===== config.mk =====
export PLATFORM = sky130hd
export DESIGN_NAME = dram_access_sequencer
export DESIGN_NICKNAME = d
export VERILOG_FILES = /design/src/rtl/dram_access_sequencer.sv
export SDC_FILE = /design/constraint.sdc
export NUM_CORES = 1
export LEC_CHECK = 0
export ABC_AREA = 1
export BUFFER_PORTS_ARGS = -buffer_cell sky130_fd_sc_hd__buf_4
export CAP_MARGIN = 20
export CELL_PAD_IN_SITES_DETAIL_PLACEMENT = 0
export CELL_PAD_IN_SITES_GLOBAL_PLACEMENT = 1
export CORE_UTILIZATION = 28
export CTS_BUF_LIST = sky130_fd_sc_hd__clkbuf_8
export CTS_CLUSTER_SIZE = 30
export DETAILED_ROUTE_END_ITERATION = 8
export PLACE_DENSITY = 0.71
export SETUP_SLACK_MARGIN = 0.05
export SLEW_MARGIN = 20
export SYNTH_ARGS = -nofsm -noshare
export SYNTH_HDL_FRONTEND = slang
export SYNTH_SLANG_ARGS = --single-unit

===== constraint.sdc =====
create_clock -name CLK -period 5.1 [get_ports CLK]
set_clock_uncertainty 0.2 [all_clocks]
set_input_delay 0.51 -clock CLK [delete_from_list [all_inputs] [get_ports CLK]]
set_output_delay 0.51 -clock CLK [all_outputs]
set_load 0.02 [all_outputs]

===== src/rtl/dram_access_sequencer.sv =====
// Converts byte/half/word loads and stores from the MMU DRAM port into aligned
// 32-bit accesses on a word-only memory; sub-word stores are read-modify-write.
module dram_access_sequencer #(
  parameter int MEM_TIMEOUT = 1024
) (
  input  logic        CLK,
  input  logic        RST,
  input  logic [31:0] i_dram_addr,
  input  logic [31:0] i_dram_wdata,
  input  logic [2:0]  i_dram_ctrl,
  input  logic        i_dram_le,
  input  logic        i_dram_we_t,
  output logic [31:0] o_dram_odata,
  output logic        o_dram_busy,
  output logic        o_dram_err,
  output logic [31:0] mem_addr,
  output logic        mem_cmd_valid,
  input  logic        mem_cmd_ready,
  output logic        mem_we,
  output logic [31:0] mem_wdata,
  input  logic [31:0] mem_rdata,
  input  logic        mem_rvalid
);

  localparam int TW = (MEM_TIMEOUT > 1) ? $clog2(MEM_TIMEOUT + 1) : 1;

  typedef enum logic [2:0] {
    S_IDLE, S_RD_CMD, S_RD_WAIT, S_WR_CMD, S_MISAL, S_DONE
  } state_t;

  state_t      state_q;
  logic [31:0] odata_q, mem_addr_q, mem_wdata_q;
  logic        busy_q, err_q, cmd_valid_q, we_q;
  logic [1:0]  addr_lo_q, size_q;
  logic        uns_q, store_q;
  logic [15:0] wdata_q;
  logic [TW-1:0] wdog_q;

  logic        accept_d, misal_d, wd_expire_d;
  logic [4:0]  byte_shamt_d, half_shamt_d;
  logic [31:0] rd_byte_d, rd_half_d, load_d;
  logic [3:0]  be_d;
  logic [31:0] wrep_d, merge_d;

  assign accept_d = ((state_q == S_IDLE) || (state_q == S_DONE)) && (i_dram_le || i_dram_we_t);
  assign misal_d  = (i_dram_ctrl[1:0] == 2'b11) ||
                    ((i_dram_ctrl[1:0] == 2'b01) && i_dram_addr[0]) ||
                    ((i_dram_ctrl[1:0] == 2'b10) && (i_dram_addr[1:0] != 2'b00));
  assign wd_expire_d = (MEM_TIMEOUT != 0) && (wdog_q == TW'(MEM_TIMEOUT - 1));

  assign byte_shamt_d = {addr_lo_q, 3'b000};
  assign half_shamt_d = {addr_lo_q[1], 4'b0000};
  assign rd_byte_d    = mem_rdata >> byte_shamt_d;
  assign rd_half_d    = mem_rdata >> half_shamt_d;

  always_comb begin
    case (size_q)
      2'b00:   load_d = {{24{~uns_q & rd_byte_d[7]}}, rd_byte_d[7:0]};
      2'b01:   load_d = {{16{~uns_q & rd_half_d[15]}}, rd_half_d[15:0]};
      default: load_d = mem_rdata;
    endcase
  end

  // Store data is replicated across all lanes; the byte enables pick which lanes replace rdata.
  always_comb begin
    if (size_q == 2'b00) begin
      be_d   = 4'b0001 << addr_lo_q;
      wrep_d = {4{wdata_q[7:0]}};
    end else begin
      be_d   = addr_lo_q[1] ? 4'b1100 : 4'b0011;
      wrep_d = {2{wdata_q}};
    end
  end

  genvar gi;
  generate
    for (gi = 0; gi < 4; gi++) begin : g_lane
      assign merge_d[8*gi +: 8] = be_d[gi] ? wrep_d[8*gi +: 8] : mem_rdata[8*gi +: 8];
    end
  endgenerate

  always_ff @(posedge CLK) begin
    if (RST) begin
      state_q     <= S_IDLE;
      odata_q     <= '0;
      busy_q      <= 1'b0;
      err_q       <= 1'b0;
      cmd_valid_q <= 1'b0;
      we_q        <= 1'b0;
      mem_addr_q  <= '0;
      mem_wdata_q <= '0;
      addr_lo_q   <= '0;
      size_q      <= '0;
      uns_q       <= 1'b0;
      store_q     <= 1'b0;
      wdata_q     <= '0;
      wdog_q      <= '0;
    end else begin
      case (state_q)
        S_IDLE, S_DONE: begin
          state_q <= S_IDLE;
          if (accept_d) begin
            addr_lo_q  <= i_dram_addr[1:0];
            size_q     <= i_dram_ctrl[1:0];
            uns_q      <= i_dram_ctrl[2];
            store_q    <= i_dram_we_t;
            wdata_q    <= i_dram_wdata[15:0];
            mem_addr_q <= {i_dram_addr[31:2], 2'b00};
            busy_q     <= 1'b1;
            err_q      <= 1'b0;
            wdog_q     <= '0;
            if (misal_d) begin
              state_q <= S_MISAL;
              err_q   <= 1'b1;
              odata_q <= '0;
            end else if (i_dram_we_t && (i_dram_ctrl[1:0] == 2'b10)) begin
              // Full-word store needs no read: write straight through.
              state_q     <= S_WR_CMD;
              cmd_valid_q <= 1'b1;
              we_q        <= 1'b1;
              mem_wdata_q <= i_dram_wdata;
            end else begin
              state_q     <= S_RD_CMD;
              cmd_valid_q <= 1'b1;
              we_q        <= 1'b0;
            end
          end
        end
        S_MISAL: begin
          busy_q  <= 1'b0;
          state_q <= S_DONE;
        end
        S_RD_CMD: begin
          if (mem_cmd_ready) begin
            cmd_valid_q <= 1'b0;
            wdog_q      <= '0;
            state_q     <= S_RD_WAIT;
          end else if (wd_expire_d) begin
            cmd_valid_q <= 1'b0;
            busy_q      <= 1'b0;
            err_q       <= 1'b1;
            state_q     <= S_DONE;
          end else begin
            wdog_q <= wdog_q + TW'(1);
          end
        end
        S_RD_WAIT: begin
          if (mem_rvalid) begin
            wdog_q <= '0;
            if (store_q) begin
              state_q     <= S_WR_CMD;
              cmd_valid_q <= 1'b1;
              we_q        <= 1'b1;
              mem_wdata_q <= merge_d;
            end else begin
              odata_q <= load_d;
              busy_q  <= 1'b0;
              state_q <= S_DONE;
            end
          end else if (wd_expire_d) begin
            busy_q  <= 1'b0;
            err_q   <= 1'b1;
            state_q <= S_DONE;
          end else begin
            wdog_q <= wdog_q + TW'(1);
          end
        end
        S_WR_CMD: begin
          if (mem_cmd_ready || wd_expire_d) begin
            cmd_valid_q <= 1'b0;
            we_q        <= 1'b0;
            busy_q      <= 1'b0;
            err_q       <= ~mem_cmd_ready;
            state_q     <= S_DONE;
          end else begin
            wdog_q <= wdog_q + TW'(1);
          end
        end
        default: state_q <= S_IDLE;
      endcase
    end
  end

  assign o_dram_odata  = odata_q;
  assign o_dram_busy   = busy_q;
  assign o_dram_err    = err_q;
  assign mem_addr      = mem_addr_q;
  assign mem_cmd_valid = cmd_valid_q;
  assign mem_we        = we_q;
  assign mem_wdata     = mem_wdata_q;

endmodule


==> results of run 1 <==
[flip-flops by register name, summed over array words and instances (netlist names), 2 cells and up]
name / flops
mem_wdata: 32
size_q: 2
o_dram_odata: 32
wdog_q: 11
mem_addr: 30
addr_lo_q: 2
state_q: 3
wdata_q: 16
[power groups by stage]
stage | Clock, W | Sequential (W) | Combinational [W]
floorplan | 0 | 0.00160 | 0.00132
global placement | 0 | 0.00150 | 0.00201
detailed placement | 0 | 0.00151 | 0.00200
CTS | 0.000894 | 0.00149 | 0.00200
global route | 0.000941 | 0.00153 | 0.00223
finish | 0.000868 | 0.00149 | 0.00198
[tightest hold or removal path, stage by stage]
cell	delay, ns
buf_4	0.07
o21ai_0	0.07
nor2_1	0.07
[through the flow]
stage | hold WS (ns) | cells
after detailed placement | 0.257 | 1504
after global placement | 0.254 | 1504
after floorplan | 0.250 | 1043
after CTS | 0.0708 | 1536
final | 0.101 | 1537
after global routing | 0.0733 | 1536
[per-layer routing]
layer | vias to the layer above | GRT usage, % | wire length (µm)
li1 | 3694 | - | -
met1 | 3256 | 26.8 | 11500
met2 | 230 | 28.3 | 10200
met3 | 19 | 5.33 | 1870
met4 | 0 | 5.17 | 282
met5 | - | 0 | 0
[final cells by class]
type / count / area, µm² / share of cell area, %
antenna: 1 / 2.50 / 0.0284
clock buffer: 18 / 248 / 2.81
clock inverter: 14 / 126 / 1.43
inverter: 79 / 299 / 3.39
multi-input combinational: 768 / 3530 / 40.0
sequential: 134 / 2680 / 30.4
tap: 319 / 399 / 4.52
timing repair buffer: 204 / 1530 / 17.4
[cells in the mapped netlist, types with 4 or more instances]
cell type / n / share of area [%]
nand2_1: 239 / 13
nor2_1: 187 / 10
dfxtp_1: 134 / 39
o21ai_0: 128 / 9.4
a21oi_1: 96 / 7.0
inv_1: 71 / 3.9
nand3_1: 34 / 2.5
buf_2: 25 / 1.8
clkbuf_1: 23 / 1.3
o211ai_1: 16 / 1.8
a21oi_2: 13 / 1.7
nand2_2: 10 / 0.91
buf_4: 8 / 0.88
o221ai_1: 7 / 0.90
or2_2: 7 / 0.64
inv_2: 6 / 0.33
buf_6: 5 / 0.82
o21ai_1: 4 / 0.29
[logic make-up (layout without fill, tap and decap cells)]
logic type / Yosys count / count (layout)
other cells: 1 / 3
fa+ha+maj: 1 / 1
simple gates: 490 / 490
flops: 134 / 134
xor+xnor: 3 / 3
buf+inv: 141 / 315
compound gates: 272 / 272
[cells in the final DEF, fill, tap and decap left out, types with 2 or more instances in the layout]
cell	instances
a21oi_1	96
or2_2	7
inv_2	7
o21ai_1	4
clkinvlp_4	5
nand4_1	3
inv_6	3
nand2_1	239
inv_1	70
nand2_2	10
o21ai_0	128
clkinv_2	3
o211ai_1	16
clkinv_4	2
dfxtp_1	133
nor2_4	3
conb_1	2
clkbuf_8	18
o221ai_1	7
nand3_1	34
xor2_1	2
nor2_2	2
buf_4	204
o21bai_1	3
nor3_1	2
nor2_1	187
a21oi_2	13
[worst max-delay path by stage]
| stage | startpoint | to | slack, ns |
|---|---|---|---|
| detailed placement | state_q[2] | o_dram_odata[0] | 1.97 |
| CTS | state_q[2] | o_dram_odata[0] | 1.94 |
| floorplan | wdog_q[0] | wdog_q[3] | 3.33 |
| global placement | state_q[2] | o_dram_odata[17] | 2.02 |
| finish | state_q[2] | o_dram_odata[0] | 1.99 |
| global route | state_q[2] | o_dram_odata[7] | 1.59 |
==> reports/metrics.yaml, run 1 <==
synth_top_family_by_area: "simple AND/OR/NAND/NOR gates"
ys_types: 38
fin_area_um2: 8820
syn_to_final_growth_pct: 29.0
path_common_cell: "nand2_1"
drive_gt1_share_pct: 23.3
layout.nets: 1310
syn_area_per_cell_um2: 6.57
final_hold_viol_count: 0
setup_violations: 0
synth-compound-area-share_pct: 21.9
cts_sinks: 134
grt_max_degree: 93
crit_family: "simple AND/OR/NAND/NOR gates"
tns_ns: 0
wire_per_inst_um: 15.5
yosys-mux-area-fraction_pct: 0
crit_type: "register to register"
first_iter_violations: 466
period_share_pct: 61.0
postLayoutCoreUtil_pct: 37.3
htreeDepth: 4
report.final.slew_viol_count: 0
num_vias: 7199
io_buffers: 202
hold_depth: 3
synth_edf_count: 0
root_buffer: "clkbuf_8"
synth_simple_gate_area_share_pct: 29.1
ys_seq_area_share_pct: 39.2
routed_wl_mm: 23.8
fin_crit_ns: 3.11
ys.warnings.count: 0
synth_fa_ha_area_share_pct: 0.183
hold_path_end: "mem_addr[27]"
ys_ff_latch: 134
p_int_w: 0.00233
syn_inst: 1042
r2r_end: "o_dram_odata[0]"
ir_drop_mv: 0.255
fillers: 2669
synth-xor-area-share_pct: 0.384
cts.clk_slew.worst_paths_ns: 0.09
grt.overflow.total: 0
p_sw_w: 0.00201
seqPwrFrac_pct: 34.3
hold_class: "input port to register"
die_w_um: 158
comb_power_share_pct: 45.7
start_kind: "register"
detail-route-antenna-nets: 0
die-area_um2: 25100
die_h_um: 158
switching_share_pct: 46.3
cp.required_ns: 5.28
grt_pass1_wl_mm: 36.5
synthFlopType: "dfxtp_1"
postCtsHoldBufs: 0
cap_viol_max_count: 0
max_freq_ghz: 0.321
place_congestion: 0.843
initial_core_util_pct: 28.9
hpwlAfterDp_mm: 17.4
clkPwrFrac_pct: 20.0
fin_total_pwr_w: 0.00434
ctsResizeCount: 0
grt_util_all_layers_pct: 19.1
worstPathCellList: "nor2_2 -> nand2_2 -> inv_1 -> nand2_1 -> nand2_1 -> nand2_2 -> nand2_1 -> a21oi_1"
status: "finished, final reports clean"
path_buf_inv: 1
r2r_start: "state_q[2]"
relSlewSlack_pct: 35.9
num_rows: 56
crit_path_max_fanout: 48
critPathCaptureType: "register"
synth_area_um2: 6840
antenna_found_initial: 0
pre_cts_ws_ns: 1.97
worst-r2r-setup-slack_ns: 1.99
reg2regPathDepth: 8
clockBufferDepth: 2
io_pins: 205
clk_latency_ns: 0.45
rsz0062_at_grt: "false"
cp_slowest_cell: "nand2_2"
drc: 0
dr.pass1.iters: 6
crit_arrival_ns: 3.29
ys_async_sr_fraction_pct: 0
p_leak_nw: 4.11
place_area_um2: 8440
power_density_nw_per_um2: 492
cts_tree: "done"
via_per_inst: 4.68
slowest_delay_ns: 0.68
coreArea_um2: 23700
min_from: "i_dram_addr[27]"
crit_cells: 8
layout_setup_ws_ns: 1.99
worst_pin_slew_ns: 0.960
cts_setup_buffers: 0
grt_pass1_vias: 6552
cts_buffers: 17
Power figures use the tool's default switching activity.
==> run 2, diff against run 1 <==
--- a/config.mk
+++ b/config.mk
@@ -14,7 +14,7 @@
 export CTS_BUF_LIST = sky130_fd_sc_hd__clkbuf_8
 export CTS_CLUSTER_SIZE = 30
 export DETAILED_ROUTE_END_ITERATION = 8
-export PLACE_DENSITY = 0.71
+export PLACE_DENSITY = 0.73
 export SETUP_SLACK_MARGIN = 0.05
 export SLEW_MARGIN = 20
 export SYNTH_ARGS = -nofsm -noshare
==> constraint.sdc (replaced) <==
create_clock -name CLK -period 2.8 [get_ports CLK]
set_clock_uncertainty 0.2 [all_clocks]
set_input_delay 0.28 -clock CLK [delete_from_list [all_inputs] [get_ports CLK]]
set_output_delay 0.28 -clock CLK [all_outputs]
set_load 0.02 [all_outputs]
==> run 2 against run 1 <==
  * Sequential share of layout area fell by 2.7 points
  * Routed wire length rose by 5.0%
  * Largest power group unchanged
  * Utilization rose by 3.6 points
  * Critical endpoint is now wdog_q[9]
==> reports/metrics.yaml, run 2 (same netlist as run 1, synthesis figures left out) <==
crit_type: "register to register"
die_h_um: 158  # unchanged
grt.overflow.total: 0  # unchanged
grt_pass1_vias: 7198  # +9.9%
report.final.slew_viol_count: 0  # unchanged
tns_ns: 0  # unchanged
syn_to_final_growth_pct: 41.5
ir_drop_mv: 0.528  # +110%
grt_max_degree: 50  # -46%
fin_crit_ns: 2.22  # -0.889 ns
pre_cts_ws_ns: 0.624  # -1.34 ns
cts_tree: "done"
fillers: 2579  # -3.4%
critPathCaptureType: "register"
dp_cells: 1518  # +0.93%
stdcell_count: 1617  # +5.2%
mostFrequentLayoutCell: "nand2_1"
p_leak_nw: 4.51  # +9.7%
start_kind: "register"
via_per_inst: 4.65  # -0.71%
antenna_cells: 0  # -1
worst_pin_slew_ns: 0.846  # -0.115 ns
cts_buffers: 17  # unchanged
die_w_um: 158  # unchanged
num_vias: 7520  # +4.5%
grt_util_all_layers_pct: 20.1  # +1.0 points
hold_class: "input port to register"
antenna_found_initial: 0  # unchanged
rsz0062_at_grt: "false"
worstPathCellList: "ha_1 -> nand2_1 -> nor2_1 -> nand3_1 -> nand2_1 -> a21oi_2 -> buf_4 -> o21ai_0 -> nor2_1"
cap_viol_max_count: 0  # unchanged
num_rows: 56  # unchanged
crit_family: "simple AND/OR/NAND/NOR gates"
clk_latency_ns: 0.44  # about the same
routed_wl_mm: 25.0  # +5.0%
max_freq_ghz: 0.450  # +40%
clockBufferDepth: 2  # unchanged
htreeDepth: 4  # unchanged
detail-route-antenna-nets: 0  # unchanged
final_hold_viol_count: 0  # unchanged
period_share_pct: 79.3  # +18 points
crit_arrival_ns: 2.38  # -0.91 ns
drive_gt1_share_pct: 22.7  # -0.61 points
final_cell_mix: "nand2_1 (239), buf_4 (217), nor2_1 (187)"
cts_setup_buffers: 0  # unchanged
relSlewSlack_pct: 43.6  # +7.7 points
root_buffer: "clkbuf_8"
power_density_nw_per_um2: 869  # +77%
grt_pass1_wl_mm: 38.6  # +5.7%
first_iter_violations: 571  # +23%
io_buffers: 202  # unchanged
die-area_um2: 25100  # unchanged
crit_path_max_fanout: 7  # -85%
layout.nets: 1392  # +6.3%
layout_setup_ws_ns: 0.578  # -1.41 ns
cp.required_ns: 2.96  # -2.32 ns
setup_violations: 0  # unchanged
postLayoutCoreUtil_pct: 40.9  # +3.6 points
drc: 0  # unchanged
cp_slowest_cell: "dfxtp_1"
cts_sinks: 134  # unchanged
slowest_delay_ns: 0.37  # -0.31 ns
coreArea_um2: 23700  # unchanged
path_buf_inv: 1  # unchanged
hpwlAfterDp_mm: 18.2  # +4.7%
dr.pass1.iters: 5  # -1
io_pins: 205  # unchanged
initial_core_util_pct: 28.9  # unchanged
place_congestion: 0.891  # +5.7%
cts.clk_slew.worst_paths_ns: 0.08  # about the same
wire_per_inst_um: 15.5  # -0.22%
status: "finished, final reports clean"
-- run 2: worst register-to-register path: stages, from the launching register on --
cell	delay [ns]
dfxtp_1	0.37
ha_1	0.26
nand2_1	0.08
nor2_1	0.06
nand3_1	0.23
nand2_1	0.13
a21oi_2	0.36
buf_4	0.21
o21ai_0	0.07
nor2_1	0.18
-- run 2: what timing repair did --
action | in CTS | in global routing
endpoints found under the setup margin | 0 | 0
hold endpoints to repair | 80 | 0
hold buffers | 68 | 0
gates resized for setup | 0 | 0
-- run 2: worst paths after layout --
check	to	cells after the start	slack, ns	from
worst max-delay path	wdog_q[9]	9	0.58	wdog_q[0]
worst min-delay path	mem_wdata[8]	5	0.03	mem_rdata[8]
worst max register to register	wdog_q[9]	9	0.58	wdog_q[0]
worst min register to register	o_dram_odata[25]	2	0.27	o_dram_odata[25]
-- run 2: final cells by class --
class	instances	area, µm²	area share (%)
clock inverters	12	179	1.85
flip-flops and latches	134	2680	27.7
well taps	319	399	4.12
clock buffers	19	262	2.70
inverters	79	299	3.09
multi-input cells	768	3530	36.5
repair buffers	286	2330	24.1
-- run 2: per-layer routing --
layer / up-vias / track usage [%] / part of all wire, %
li1: 3861 / - / -
met1: 3371 / 27.4 / 47
met2: 256 / 31.0 / 43
met3: 32 / 5.20 / 7.5
met4: 0 / 5.95 / 2.0
met5: - / 0 / 0
-- run 2: power breakdown --
part | switching, W | internal, W
Combinational | 0.00257 | 0.00134
Sequential | 0.000309 | 0.00234
Clock | 0.000844 | 0.00101
-- run 2: metrics by stage --
step / cell area [µm²] / hold slack [ns] / total power [W]
2_1_floorplan: 6850 / 0.223 / 0.00533
3_3_place_gp: 8560 / 0.256 / 0.00652
6_report: 9680 / 0.0313 / 0.00842
5_1_grt: 9680 / 0.0357 / 0.00905
4_1_cts: 9680 / 0.00737 / 0.00846
3_5_place_dp: 8560 / 0.257 / 0.00652
